File: src/rtl/idu_preg_alloc.sv
// Physical-register free list with speculative/committed heads; grant is combinational (zero latency).
// Backpressure: y_idu_preg_stall when empty; flush suppresses grants. Optional checks: IDU_PREG_ALLOC_CHECK_EN.
module idu_preg_alloc (
  input  logic       clk,
  input  logic       rst_clk,
  input  logic       rtu_global_flush,
  input  logic       preg_req,
  input  logic       rtu_retire_vld,
  input  logic       rtu_release_vld,
  input  logic [5:0] rtu_release_preg,
  output logic       alloc_vld,
  output logic [5:0] alloc_preg,
  output logic       y_idu_preg_stall,
  output logic [5:0] free_cnt,
  output logic       alloc_err
);

  logic [5:0] entry [32];
  logic [5:0] spec_head;
  logic [5:0] cmt_head;
  logic [5:0] tail;
  logic [5:0] spec_nxt;
  logic [5:0] cmt_nxt;
  logic [5:0] inflight;
  logic       empty;
  logic       release_ok;
  logic       retire_ok;

  assign free_cnt = tail - spec_head;
  assign empty    = (free_cnt == 6'd0);
  assign inflight = tail - cmt_head;

  assign alloc_vld        = preg_req & ~empty & ~rtu_global_flush;
  assign alloc_preg       = alloc_vld ? entry[spec_head[4:0]] : 6'd0;
  assign y_idu_preg_stall = preg_req & empty & ~rtu_global_flush;

  // Overflowing releases and retires with nothing outstanding leave their pointer untouched.
  assign release_ok = rtu_release_vld & (inflight != 6'd32);
  assign retire_ok  = rtu_retire_vld & (cmt_head != spec_head);

  always_comb begin
    cmt_nxt  = cmt_head + {5'd0, retire_ok};
    spec_nxt = spec_head + {5'd0, alloc_vld};
    if (rtu_global_flush) begin
      spec_nxt = cmt_nxt;
    end
  end

  always_ff @(posedge clk) begin
    if (rst_clk) begin
      for (int i = 0; i < 32; i++) begin
        entry[i] <= 6'(32 + i);
      end
      spec_head <= 6'd0;
      cmt_head  <= 6'd0;
      tail      <= 6'b100000;
    end else begin
      if (release_ok) begin
        entry[tail[4:0]] <= rtu_release_preg;
        tail             <= tail + 6'd1;
      end
      cmt_head  <= cmt_nxt;
      spec_head <= spec_nxt;
    end
  end

`ifdef IDU_PREG_ALLOC_CHECK_EN
  logic err_q;
  logic proto_err;

  assign proto_err = (rtu_release_vld & ~release_ok) | (rtu_retire_vld & ~retire_ok);

  always_ff @(posedge clk) begin
    if (rst_clk) begin
      err_q <= 1'b0;
    end else if (proto_err) begin
      err_q <= 1'b1;
    end
  end

  assign alloc_err = err_q;
`else
  assign alloc_err = 1'b0;
`endif

endmodule

File: config.mk
export PLATFORM = sky130hd
export DESIGN_NAME = idu_preg_alloc
export DESIGN_NICKNAME = d
export VERILOG_FILES = /design/src/rtl/idu_preg_alloc.sv
export SDC_FILE = /design/constraint.sdc
export NUM_CORES = 1
export LEC_CHECK = 0
export BUFFER_PORTS_ARGS = -buffer_cell sky130_fd_sc_hd__buf_4
export CAP_MARGIN = 30
export CORE_MARGIN = 3
export CORE_UTILIZATION = 45
export CTS_CLUSTER_DIAMETER = 30
export DETAILED_ROUTE_END_ITERATION = 6
export PLACE_DENSITY = 0.74
export REMOVE_ABC_BUFFERS = 1
export SETUP_SLACK_MARGIN = 0.15
export SYNTH_ARGS = -nofsm -noshare
export SYNTH_HDL_FRONTEND = slang
export SYNTH_SLANG_ARGS = --single-unit
File: constraint.sdc
create_clock -name clk -period 3.5 [get_ports clk]
set_clock_uncertainty 0.05 [all_clocks]
set_input_delay 0.7 -clock clk [delete_from_list [all_inputs] [get_ports clk]]
set_output_delay 0.7 -clock clk [all_outputs]
set_load 0.02 [all_outputs]
# == Yosys cells after proc, flatten, opt, wreduce, memory -nomap -nowiden ==
# Memories as Yosys holds them, arrays and structs flattened. A register that Yosys moved wholly into a read port is not among the register bits.
# Cells that the tools add are included.
# totals
register_bits,18
ramBits,192
inputBits,12
n_memories,1
# mem_list
memory,depth,word_bits,rd,rd_ports_with_merged_regs,write_ports,line,rtl
entry,32,6,1,1,32,18,logic [5:0] entry [32];
# op_classes
add_sub_neg,5
eq_ne,2
muxes,11
n_bitwise,8
n_reduce_logical,2
# op_table
cell,n
6-bit 2-to-1 mux,3
6-bit by 1-bit adder with 6-bit output,2
6-bit subtractor,2
5-bit 2-to-1 mux,2
6-bit by 1-bit adder with 6-bit output (second input constant),1
1-bit bitwise AND,6
6-bit logical NOT,1
1-bit 2-to-1 mux,6
6-bit inequality test,1
6-bit inequality test (second input constant),1
6-bit OR reduction,1
1-bit NOT,2

# == Depth between registers and ports, before layout ==
# Gate-level depths: netlist (run 1).
# depth
ltp_word,8
ltp_mapped,16

# == Least setup slack after synthesis (run 1) ==
# OpenSTA, ideal clock, no wires.
# synth_timing
kind,reg-to-reg
startpoint,reg spec_head[1]
endpoint,reg spec_head[4]
setup_ns,0.086
arrival_ns,3.672
required_ns,3.364
setup_slack_ns,-0.308
path_stages_with_launch,16
n_path_buf,2
path_cell_list,dfxtp_1 > clkbuf_1 > buf_1 > inv_1 > fa_1 > a21o_1 > a21oi_1 > xnor2_1 > o41ai_2 > inv_1 > ha_1 > ha_1 > nand3_1 > xnor2_1 > nor2_1 > a211oi_1
# synth_between
elab_chain_len,7
word_cells_on_any_way,10
cone_classes,add/sub (3); eq/ne (1); mux (1); bitwise (4); reduce/logical (1)
# synth_lines
item,line,rtl
"start, declared",19,logic [5:0] spec_head;
"start signal, assigned",63,spec_head <= spec_nxt;
6-bit subtractor,29,assign free_cnt = tail - spec_head;
net free_cnt[4],14,"output logic [5:0] free_cnt,"
6-bit logical NOT,30,assign empty = (free_cnt == 6'd0);
1-bit NOT,33,assign alloc_vld = preg_req & ~empty & ~rtu_global_flush;
1-bit bitwise AND (2 in a row),33,
net alloc_vld,11,"output logic alloc_vld,"
6-bit by 1-bit adder with 6-bit output,43,"spec_nxt = spec_head + {5'd0, alloc_vld};"
6-bit 2-to-1 mux,44,if (rtu_global_flush) begin
# The timed path passes the listed nets, and every way through them passes these cells.
# A chain may end at the register's enable or synchronous reset.

# == Worst setup path after layout (run 1) ==
# layout_timing
startpoint,reg spec_head[0]
endpoint,out alloc_preg[4]
# layout_between
elab_chain_len,6
# layout_lines
item,line,rtl
6-bit subtractor,29,
6-bit logical NOT,30,
1-bit NOT,33,
1-bit bitwise AND (2 in a row),33,
6-bit 2-to-1 mux,34,assign alloc_preg = alloc_vld ? entry[spec_head[4:0]] : 6'd0;
"end, declared",12,"output logic [5:0] alloc_preg,"
# No other way between the ends.

==> results of run 1 <==
==> power groups by stage <==
| stage | sequential, mW | clock (mW) | combinational (mW) |
|---|---|---|---|
| after floorplan | 3.00 | 0 | 0.925 |
| after global placement | 2.92 | 0 | 1.55 |
| after detailed placement | 2.92 | 0 | 1.57 |
| after CTS | 2.88 | 4.22 | 1.75 |
| after global routing | 2.88 | 4.35 | 1.94 |
| final | 2.87 | 4.19 | 1.82 |
==> sequential cells by signal, summed over array words and instances, names as in the netlist <==
register	cells
entry	192
cmt_head	6
spec_head	6
tail	6
==> per-layer routing <==
| layer | wire length (um) | vias to the layer above | part of all wire | GRT usage |
|---|---|---|---|---|
| li1 | - | 3051 | - | - |
| met1 | 10300 | 3458 | 0.39 | 0.294 |
| met2 | 12700 | 372 | 0.48 | 0.349 |
| met3 | 2640 | 62 | 0.10 | 0.0492 |
| met4 | 700 | 0 | 0.027 | 0.0764 |
| met5 | 0 | - | 0 | 0 |
==> cell usage in the layout (no fill, tap or decap), types with 9 or more instances in the layout <==
| cell type | instances |
|---|---|
| nand2b_1 | 10 |
| nor3_1 | 31 |
| xnor2_1 | 14 |
| dfxtp_1 | 13 |
| nand3_2 | 14 |
| buf_4 | 66 |
| or3_1 | 29 |
| mux4_2 | 60 |
| edfxtp_1 | 192 |
| nor2_1 | 71 |
| inv_1 | 15 |
| ha_1 | 15 |
| nand3_1 | 60 |
| clkbuf_16 | 45 |
| and2_1 | 9 |
| nand2_1 | 65 |
==> worst register-to-register path, stage by stage, from the launching register on <==
cell and delay (ns):
dfxtp_1 0.45, ha_1 0.33, a21o_1 0.24, o21ai_1 0.13
nor3b_4 0.48, o41a_1 0.30, buf_4 0.33, nand2_1 0.17
nand2_1 0.29
==> cell families (layout without fill, tap and decap cells) <==
family	Yosys count	in the layout	share of synthesized area
xor gates and xnor gates	21	21	0.0177
and+or+nand+nor	329	329	0.163
AOI/OAI and AO/OA	45	45	0.0340
buffers and inverters	89	178	0.0380
adders and majority gates	19	19	0.0236
other	1	1	0.000361
muxes	63	63	0.133
DFF	210	210	0.590
==> final cells by class <==
type | count | area share
inverter | 20 | 0.00618
sequential | 210 | 0.481
clock inverter | 35 | 0.0296
timing repair buffer | 77 | 0.0557
tap | 280 | 0.0275
clock buffer | 46 | 0.0886
multi-input combinational | 478 | 0.311
==> repair_timing <==
action                                  CTS  global route
pin swaps                                 5             4
endpoints found under the setup margin    8            16
cloned                                    3             0
hold endpoints to repair                  0             0
resized for setup                        25            12
setup buffers                             5             4
==> worst min-delay path by stage <==
stage                               from                   endpoint  slack (ns)  cells past startpoint
floorplan           tail[5]$_SDFFE_PP1N_       tail[5]$_SDFFE_PP1N_        0.46                      2
global placement    tail[5]$_SDFFE_PP1N_       tail[5]$_SDFFE_PP1N_        0.50                      2
detailed placement  tail[5]$_SDFFE_PP1N_       tail[5]$_SDFFE_PP1N_        0.51                      2
CTS                     rtu_global_flush    spec_head[3]$_SDFF_PP0_        0.39                      2
global route         rtu_release_preg[2]  entry[4][2]$_SDFFCE_PN1P_        0.40                      2
finish               rtu_release_preg[2]  entry[4][2]$_SDFFCE_PN1P_        0.40                      2
==> metrics.log, run 1 <==
[metrics] most common cell in the netlist: edfxtp_1
[metrics] synthesis-to-layout area growth: 22.9%
[metrics] floorplan die area: 24900 um2
[metrics] Final Setup Violations: 0
[metrics] number of vias in the routed layout: 6943
[metrics] Yosys warnings: 0
[metrics] number of flip-flops and latches in the synthesized netlist: 210
[metrics] sequential element share of the synthesized area: 0.590
[metrics] maximum number of pins on one net before global-route repair: 52
[metrics] arrival time at the worst endpoint: 2.73 ns
[metrics] share of layout cells above drive strength 1: 0.313
[metrics] detailed router's first-iteration violation count: 853
[metrics] Filler cells: 1682
[metrics] MaxCap Viol Count: 0
[metrics] maximum number of buffers from clock root to sink: 3
[metrics] endpoint of the most critical register-to-register path: entry[18][2]$_SDFFCE_PN0P_
[metrics] cell type group with the largest total delay on the critical path: multiplexers
[metrics] Crit path buffers/inverters: 4
[metrics] final wirelength: 26.3 mm
[metrics] number of buffers created by CTS: 44
[metrics] clock tree sinks: 210
[metrics] worst-case reg-to-reg path depth: 8
[metrics] routed length per instance: 23.0 um
[metrics] DRC violations left: 0
[metrics] worst hold-check slack: 0.405 ns
[metrics] portion of total power attributed to sequential cells: 0.324
[metrics] type of the worst setup path: flop to primary output
[metrics] Yosys cell types: 55
[metrics] capture point of the critical path: alloc_preg[4]
[metrics] CTS root buffer: clkbuf_16
[metrics] most common library cells after synthesis: edfxtp_1 (192), nor2_1 (71), nand2_1 (69)
[metrics] number of port buffers: 25
[metrics] internal reg-to-reg setup slack: 0.39 ns
[metrics] final instance area: 12800 um2
[metrics] Critical Path End Type: primary output
[metrics] antenna diode count: 0
[metrics] GR Overflow Total: 0
[metrics] master of the slowest instance on the critical path: mux4_2
[metrics] critical path startpoint: spec_head[0]$_SDFF_PP0_
[metrics] unrepaired setup endpoints after global routing: true
[metrics] total design power: 8.88 mW
[metrics] clock-pin slew reported for the worst setup and hold paths after clock tree synthesis: 0.05 ns
[metrics] die boundary width: 158 um
[metrics] VDD IR-drop max: 0.343 mV
[metrics] final period demand of the worst path: 3.48 ns
[metrics] highest net fanout along the worst path: 7
[metrics] maximum achievable frequency: 0.287 GHz
[metrics] worst setup slack after layout: 0.0203 ns
[metrics] switching share of power: 0.273
[metrics] register area: 6140 um2
[metrics] cell count along the critical path: 8
[metrics] H-tree lvl count: 2
[metrics] cells after synthesis: 777
[metrics] Critical Path Max Stage Delay: 0.56 ns
[metrics] Post-Synthesis Mean Instance Area: 13.4 um2
[metrics] ports placed on the boundary: 27
[metrics] Core Region: 22200 um2
[metrics] data required time at the worst endpoint: 2.75 ns
[metrics] transition at the pin with the smallest max-transition slack: 1.03 ns
[metrics] Detailed Place HPWL: 16.5 mm
[metrics] fraction of synthesized cell area taken by the top area cell type: 0.555
[metrics] run status: completed
[metrics] initial core utilization: 0.467
[metrics] cell type with the highest aggregate area in the netlist: edfxtp_1
[metrics] Detail Route Antenna Nets: 0
[metrics] clock insertion delay at the later pin of the skew report: 0.53 ns
[metrics] Total Routing Usage GR: 0.217
[metrics] Critical R2R Launch: tail[2]$_SDFFE_PP0N_
[metrics] total negative slack for setup checks: 0 ns
[metrics] worst-path cell chain: buf_4, buf_12, buf_16, mux4_2, mux4_2, nand2_2, a21oi_1, buf_4
[metrics] std cell rows: 54
[metrics] power density over the cells: 696 nW/um2
[metrics] Worst Setup Start Kind: flop
[metrics] post-route fraction of the period consumed by the critical path: 0.994
[metrics] y dimension of the die: 158 um
[metrics] standard cell area after detailed placement: 11000 um2
[metrics] clock group share of total power: 0.471
[metrics] Hold Vio Cnt, Final: 0
[metrics] Area contributors post-synth: edfxtp_1 (56%), mux4_2 (13%), dfxtp_1 (3.5%)
[metrics] length of the first detailed-routing pass in iterations: 5
[metrics] class of the most critical hold timing path: input port to flop
[metrics] vias per cell: 6.06
[metrics] final design utilization: 0.574
[metrics] headroom to the max-slew limit: 0.307
[metrics] area of the multi-input gates: 3970 um2
[metrics] worst slack at placement: 0.293 ns
[metrics] wire length of the first global-routing pass: 40.7 mm
[metrics] gpl congestion: 0.883
[metrics] number of enable-type register cells in the synthesized netlist: 192
[metrics] switching power of the nets: 2.43 mW
[metrics] final-stage net count: 862
[metrics] final max-slew violation count: 0
[metrics] Post-synth ARST share: 0
[metrics] number of antenna violations at the first check in global routing: 0
[metrics] hold_buf cts: 0
[metrics] clock tree from TritonCTS: done
[metrics] dpl cells: 1053
[metrics] internal power contribution: 6.45 mW
[metrics] Post-Syn Area: 10400 um2
[metrics] Final Non-Filler Cells: 1146
[metrics] logic gate share of total power: 0.205
[metrics] LEAKAGE: 4.05 nW
[metrics] dominant synthesized flop cell: edfxtp_1
[metrics] number of global-route vias before repair: 7018
No activity file was read; power rests on OpenSTA's default activity.
==> run 2, diff against run 1 <==
- CORE_ASPECT_RATIO: unset -> 0.5
- GPL_TIMING_DRIVEN: unset -> 1
==> metrics.log, run 2 (synthesis gave the netlist of run 1 again) <==
[metrics] length of the first detailed-routing pass in iterations: 5
[metrics] highest signal layer in the routed design: met4
[metrics] dpl cells: 1068
[metrics] number of global-route vias before repair: 7002
[metrics] headroom to the max-slew limit: 0.397
[metrics] final-stage net count: 843
[metrics] final max-slew violation count: 0
[metrics] transition at the pin with the smallest max-transition slack: 0.895 ns
[metrics] highest-count cells in the layout ignoring fill and taps: edfxtp_1 (192), nor2_1 (71), nand2_1 (69), buf_4 (61)
[metrics] Total Routing Usage GR: 0.204
[metrics] worst-path cell chain: inv_4, ha_4, inv_2, fa_2, xor2_2, or3_4, o41ai_4, buf_6, a21oi_2, buf_4
[metrics] portion of total power attributed to sequential cells: 0.379
[metrics] unrepaired setup endpoints after global routing: true
[metrics] vias per cell: 5.99
[metrics] synthesis-to-layout area growth: 17.8%
[metrics] initial core utilization: 0.469
[metrics] gpl congestion: 0.847
[metrics] LEAKAGE: 3.75 nW
[metrics] Largest register FFs: 192
[metrics] detailed router's first-iteration violation count: 777
[metrics] clock insertion delay at the later pin of the skew report: 0.53 ns
[metrics] worst slack at placement: 0.243 ns
[metrics] clock tree sinks: 210
[metrics] endpoint of the most critical register-to-register path: entry[15][5]$_SDFFCE_PN1P_
[metrics] Final Setup Violations: 6
[metrics] die boundary width: 221 um
[metrics] Detail Route Antenna Nets: 0
[metrics] final period demand of the worst path: 3.55 ns
[metrics] internal power contribution: 5.40 mW
[metrics] maximum achievable frequency: 0.281 GHz
[metrics] type of the worst setup path: flop to primary output
[metrics] maximum number of pins on one net before global-route repair: 37
[metrics] data required time at the worst endpoint: 2.75 ns
[metrics] Hold Crit Start: rtu_release_preg[2]
[metrics] Core Region: 22200 um2
[metrics] Hold Vio Cnt, Final: 0
[metrics] highest net fanout along the worst path: 6
[metrics] antenna diode count: 0
[metrics] internal reg-to-reg setup slack: 0.32 ns
[metrics] maximum number of buffers from clock root to sink: 3
[metrics] destination of the worst hold path: entry[4][2]$_SDFFCE_PN1P_
[metrics] H-tree lvl count: 1
[metrics] cell count of the worst hold path: 2
[metrics] share of layout cells above drive strength 1: 0.292
[metrics] worst-case reg-to-reg path depth: 8
[metrics] Worst Setup Start Kind: flop
[metrics] detailed route wirelength on metal2: 11.9 mm
[metrics] met3 routed wirelength: 2.67 mm
[metrics] number of vias in the routed layout: 6808
[metrics] final wirelength: 25.4 mm
[metrics] DRC violations left: 0
[metrics] clock-pin slew reported for the worst setup and hold paths after clock tree synthesis: 0.05 ns
[metrics] switching share of power: 0.288
[metrics] switching power of the nets: 2.18 mW
[metrics] Top reg by flops: entry
[metrics] met1 wire length: 10.3 mm
[metrics] MaxCap Viol Count: 0
[metrics] power density over the cells: 620 nW/um2
[metrics] total design power: 7.58 mW
[metrics] GR Overflow Total: 0
[metrics] master of the slowest instance on the critical path: o41ai_4
[metrics] number of antenna violations at the first check in global routing: 0
[metrics] Critical Path Max Stage Delay: 0.39 ns
[metrics] arrival time at the worst endpoint: 2.80 ns
[metrics] wire length of the first global-routing pass: 40.1 mm
[metrics] Detailed Place HPWL: 16.1 mm
[metrics] Critical R2R Launch: cmt_head[3]$_SDFF_PP0_
[metrics] clock tree from TritonCTS: done
[metrics] class of the most critical hold timing path: input port to flop
[metrics] Critical Path End Type: primary output
[metrics] floorplan die area: 25000 um2
[metrics] logic gate share of total power: 0.233
[metrics] clock group share of total power: 0.388
[metrics] violated checks: negative setup slack
[metrics] CTS root buffer: clkbuf_16
[metrics] post-route fraction of the period consumed by the critical path: 1.02
[metrics] run status: finished with violations
[metrics] ports placed on the boundary: 27
[metrics] worst setup slack after layout: -0.0530 ns
[metrics] VDD IR-drop max: 0.550 mV
[metrics] routed length per instance: 22.4 um
[metrics] std cell rows: 38
[metrics] critical path startpoint: tail[0]$_SDFFE_PP0N_
[metrics] Final Non-Filler Cells: 1136
[metrics] Filler cells: 1759
[metrics] number of buffers created by CTS: 30
[metrics] y dimension of the die: 113 um
[metrics] number of port buffers: 25
[metrics] hold_buf cts: 0
[metrics] commonest non-fill, non-tap cell in the layout: edfxtp_1
-- run 2: cell count changes in the layout (fill, tap and decap cells not counted), sizes merged --
cell | before | now
clkbuf | 46 | 35
inv | 25 | 20
buf | 77 | 72
bufinv | 6 | 3
clkinv | 17 | 13
clkinvlp | 7 | 5
-- run 2: worst max-delay path: cells and delay by family, from the launching register on --
family | cells | cell delay [ns]
fa+ha+maj | 2 | 0.49
buf+inv | 4 | 0.45
compound gates | 2 | 0.44
simple gates | 1 | 0.38
flops | 1 | 0.35
xor+xnor | 1 | 0.16
-- run 2: how the worst max path moves through the flow --
stage | slack, ns | end | depth (start not counted)
2_1_floorplan | -1.84 | spec_head[4]$_SDFF_PP0_ | 14
3_3_place_gp | 0.36 | alloc_preg[5] | 11
3_5_place_dp | 0.24 | spec_head[4]$_SDFF_PP0_ | 15
4_1_cts | -0.008 | alloc_preg[4] | 10
5_1_grt | -0.15 | alloc_preg[3] | 10
6_report | -0.05 | alloc_preg[3] | 10
-- run 2: final cells by class --
cell class,instances,area [um2],area share
timing repair buffer,72,617,0.0505
tap,300,375,0.0307
clock buffer,35,769,0.0629
inverter,20,80.1,0.00655
multi-input combinational,478,4020,0.329
clock inverter,21,218,0.0178
sequential,210,6140,0.503
-- run 2: layer usage --
layer / global-route usage / vias to the layer above
met3: 0.0460 / 45
met4: 0.0570 / 0
li1: - / 2979
met5: 0 / -
met1: 0.280 / 3400
met2: 0.334 / 384
-- run 2: repair_timing --
item | CTS | global route
buffers inserted | 6 | 6
endpoints found under the setup margin | 8 | 20
pin swaps | 4 | 10
gates resized for setup | 23 | 26
-- run 2: power by group through the flow --
stage | logic [mW] | registers, mW | clock network [mW]
after floorplan | 0.925 | 3.00 | 0
after global placement | 1.51 | 2.92 | 0
after detailed placement | 1.54 | 2.92 | 0
after CTS | 1.65 | 2.87 | 2.96
after global routing | 1.89 | 2.88 | 3.08
final | 1.77 | 2.87 | 2.94
-- run 2: through the flow --
stage	util	area (um2)	TNS, ns	hold WS, ns
6_report	0.552	12200	-0.257	0.389
2_1_floorplan	-	10100	-47.90	0.461
5_1_grt	0.552	12200	-0.996	0.379
3_5_place_dp	0.495	11000	0	0.535
3_3_place_gp	0.495	11000	0	0.502
4_1_cts	0.546	12100	-0.0226	0.369
==> run 3, diff against run 2 <==
- REMOVE_ABC_BUFFERS: 1 -> unset
==> metrics.log, run 3 (synthesis gave the netlist of run 1 again) <==
[metrics] highest net fanout along the worst path: 6
[metrics] DRC violations left: 0
[metrics] final period demand of the worst path: 3.51 ns
[metrics] synthesis-to-layout area growth: 18.5%
[metrics] routed length per instance: 22.9 um
[metrics] run status: finished with violations
[metrics] vias per cell: 6.05
[metrics] transition at the pin with the smallest max-transition slack: 0.918 ns
[metrics] VDD IR-drop max: 0.393 mV
[metrics] Final Non-Filler Cells: 1132
[metrics] Detailed Place HPWL: 16.0 mm
[metrics] number of global-route vias before repair: 7158
[metrics] gpl congestion: 0.892
[metrics] highest-count cells in the layout ignoring fill and taps: edfxtp_1 (192), nor2_1 (71), nand2_1 (69), mux4_2 (60), nand3_1 (59)
[metrics] syn nets: 808
[metrics] clock tree sinks: 210
[metrics] number of vias in the routed layout: 6854
[metrics] share of layout cells above drive strength 1: 0.286
[metrics] Hold Vio Cnt, Final: 0
[metrics] die boundary width: 221 um
[metrics] LEAKAGE: 3.80 nW
[metrics] power density over the cells: 635 nW/um2
[metrics] wire length of the first global-routing pass: 40.7 mm
[metrics] clock-pin slew reported for the worst setup and hold paths after clock tree synthesis: 0.05 ns
[metrics] ports placed on the boundary: 27
[metrics] Top reg by flops: entry
[metrics] MaxCap Viol Count: 0
[metrics] master of the slowest instance on the critical path: o41ai_4
[metrics] Final Setup Violations: 2
[metrics] type of the worst setup path: flop to primary output
[metrics] H-tree lvl count: 2
[metrics] std cell rows: 38
[metrics] Detail Route Antenna Nets: 0
[metrics] maximum number of pins on one net before global-route repair: 52
[metrics] post-route fraction of the period consumed by the critical path: 1.00
[metrics] antenna diode count: 0
[metrics] clock insertion delay at the later pin of the skew report: 0.48 ns
[metrics] number of port buffers: 25
[metrics] Critical Path Max Stage Delay: 0.44 ns
[metrics] arrival time at the worst endpoint: 2.76 ns
[metrics] maximum number of buffers from clock root to sink: 3
[metrics] length of the first detailed-routing pass in iterations: 5
[metrics] number of buffers created by CTS: 34
[metrics] Core Region: 22200 um2
[metrics] headroom to the max-slew limit: 0.382
[metrics] final max-slew violation count: 0
[metrics] initial core utilization: 0.469
[metrics] worst hold-check slack: 0.455 ns
[metrics] violated checks: negative setup slack
[metrics] worst setup slack after layout: -0.00627 ns
[metrics] CTS root buffer: clkbuf_16
[metrics] maximum achievable frequency: 0.285 GHz
[metrics] Worst Setup Start Kind: flop
[metrics] worst slack at placement: 0.146 ns
[metrics] class of the most critical hold timing path: input port to flop
[metrics] worst-path cell chain: inv_4, ha_4, inv_2, fa_2, xor2_2, or3_4, o41ai_4, buf_6, a21oi_2, buf_4
[metrics] final-stage net count: 839
[metrics] final wirelength: 25.9 mm
[metrics] floorplan die area: 25000 um2
[metrics] commonest non-fill, non-tap cell in the layout: edfxtp_1
[metrics] detailed router's first-iteration violation count: 833
[metrics] GR Overflow Total: 0
[metrics] Total Routing Usage GR: 0.210
[metrics] unrepaired setup endpoints after global routing: true
[metrics] data required time at the worst endpoint: 2.75 ns
[metrics] dpl cells: 1064
[metrics] y dimension of the die: 113 um
[metrics] Critical Path End Type: primary output
[metrics] clock tree from TritonCTS: done
[metrics] Largest register FFs: 192
[metrics] number of antenna violations at the first check in global routing: 2
-- run 3: cell count changes in the layout (fill, tap and decap cells not counted), sizes merged --
cell,change
clkinvlp,-4
buf,-8
inv,-1
clkinv,+2
clkbuf,+7
-- run 3: metal layers --
| layer | wire length [um] | up-vias | track usage |
|---|---|---|---|
| met4 | 864 | 6 | 0.0874 |
| met5 | 79 | - | 0.0171 |
| met3 | 2700 | 68 | 0.0599 |
| met2 | 12600 | 368 | 0.351 |
| met1 | 9630 | 3438 | 0.260 |
| li1 | - | 2974 | - |
-- run 3: final timing paths --
path                            cells past startpoint                        end                  from  slack (ns)
worst max register to register                     16    spec_head[4]$_SDFF_PP0_  tail[0]$_SDFFE_PP0N_        0.30
worst min-delay path                                2  entry[4][2]$_SDFFCE_PN1P_   rtu_release_preg[2]        0.45
worst max-delay path                               10              alloc_preg[2]  tail[0]$_SDFFE_PP0N_      -0.006
worst min register to register                      2       tail[5]$_SDFFE_PP1N_  tail[5]$_SDFFE_PP1N_        0.50
-- run 3: final cells by class --
cell class	instances	area, um2
Multi-Input combinational cell	478	4010
Timing Repair Buffer	64	597
Clock buffer	42	932
Fill cell	1697	9850
Clock inverter	18	164
Tap cell	300	375
Inverter	20	82.6
Sequential cell	210	6140
-- run 3: metrics by stage --
step                      setup TNS, ns  utilization  instance area, um2  total power [mW]
after detailed placement              0        0.495               11000              4.49
after floorplan                       0            -               10400              4.03
after global placement                0        0.495               11000              4.46
after global routing             -0.393        0.555               12300              8.06
after CTS                             0        0.554               12300              7.80
final                          -0.00705        0.555               12300              7.81
-- run 3: timing repair --
action,4_1_cts,5_1_grt
pin swaps,6,6
setup buffers,5,2
gates resized for setup,29,8
hold buffers,0,0
hold endpoints to repair,0,0
gates cloned,1,0
endpoints found under the setup margin,8,15
-- run 3: critical path: cells and delay by family, from the launching register on --
family / cells / cell delay (ns)
xor gates and xnor gates: 1 / 0.16
adders and majority gates: 2 / 0.49
AOI/OAI and AO/OA: 2 / 0.49
buffers and inverters: 4 / 0.44
and+or+nand+nor: 1 / 0.35
DFF: 1 / 0.35
-- run 3: report_power, final --
group	total [mW]	switching [mW]	internal [mW]
sequential	2.89	0.0574	2.83
clock	3.21	1.11	2.10
combinational	1.72	0.980	0.737
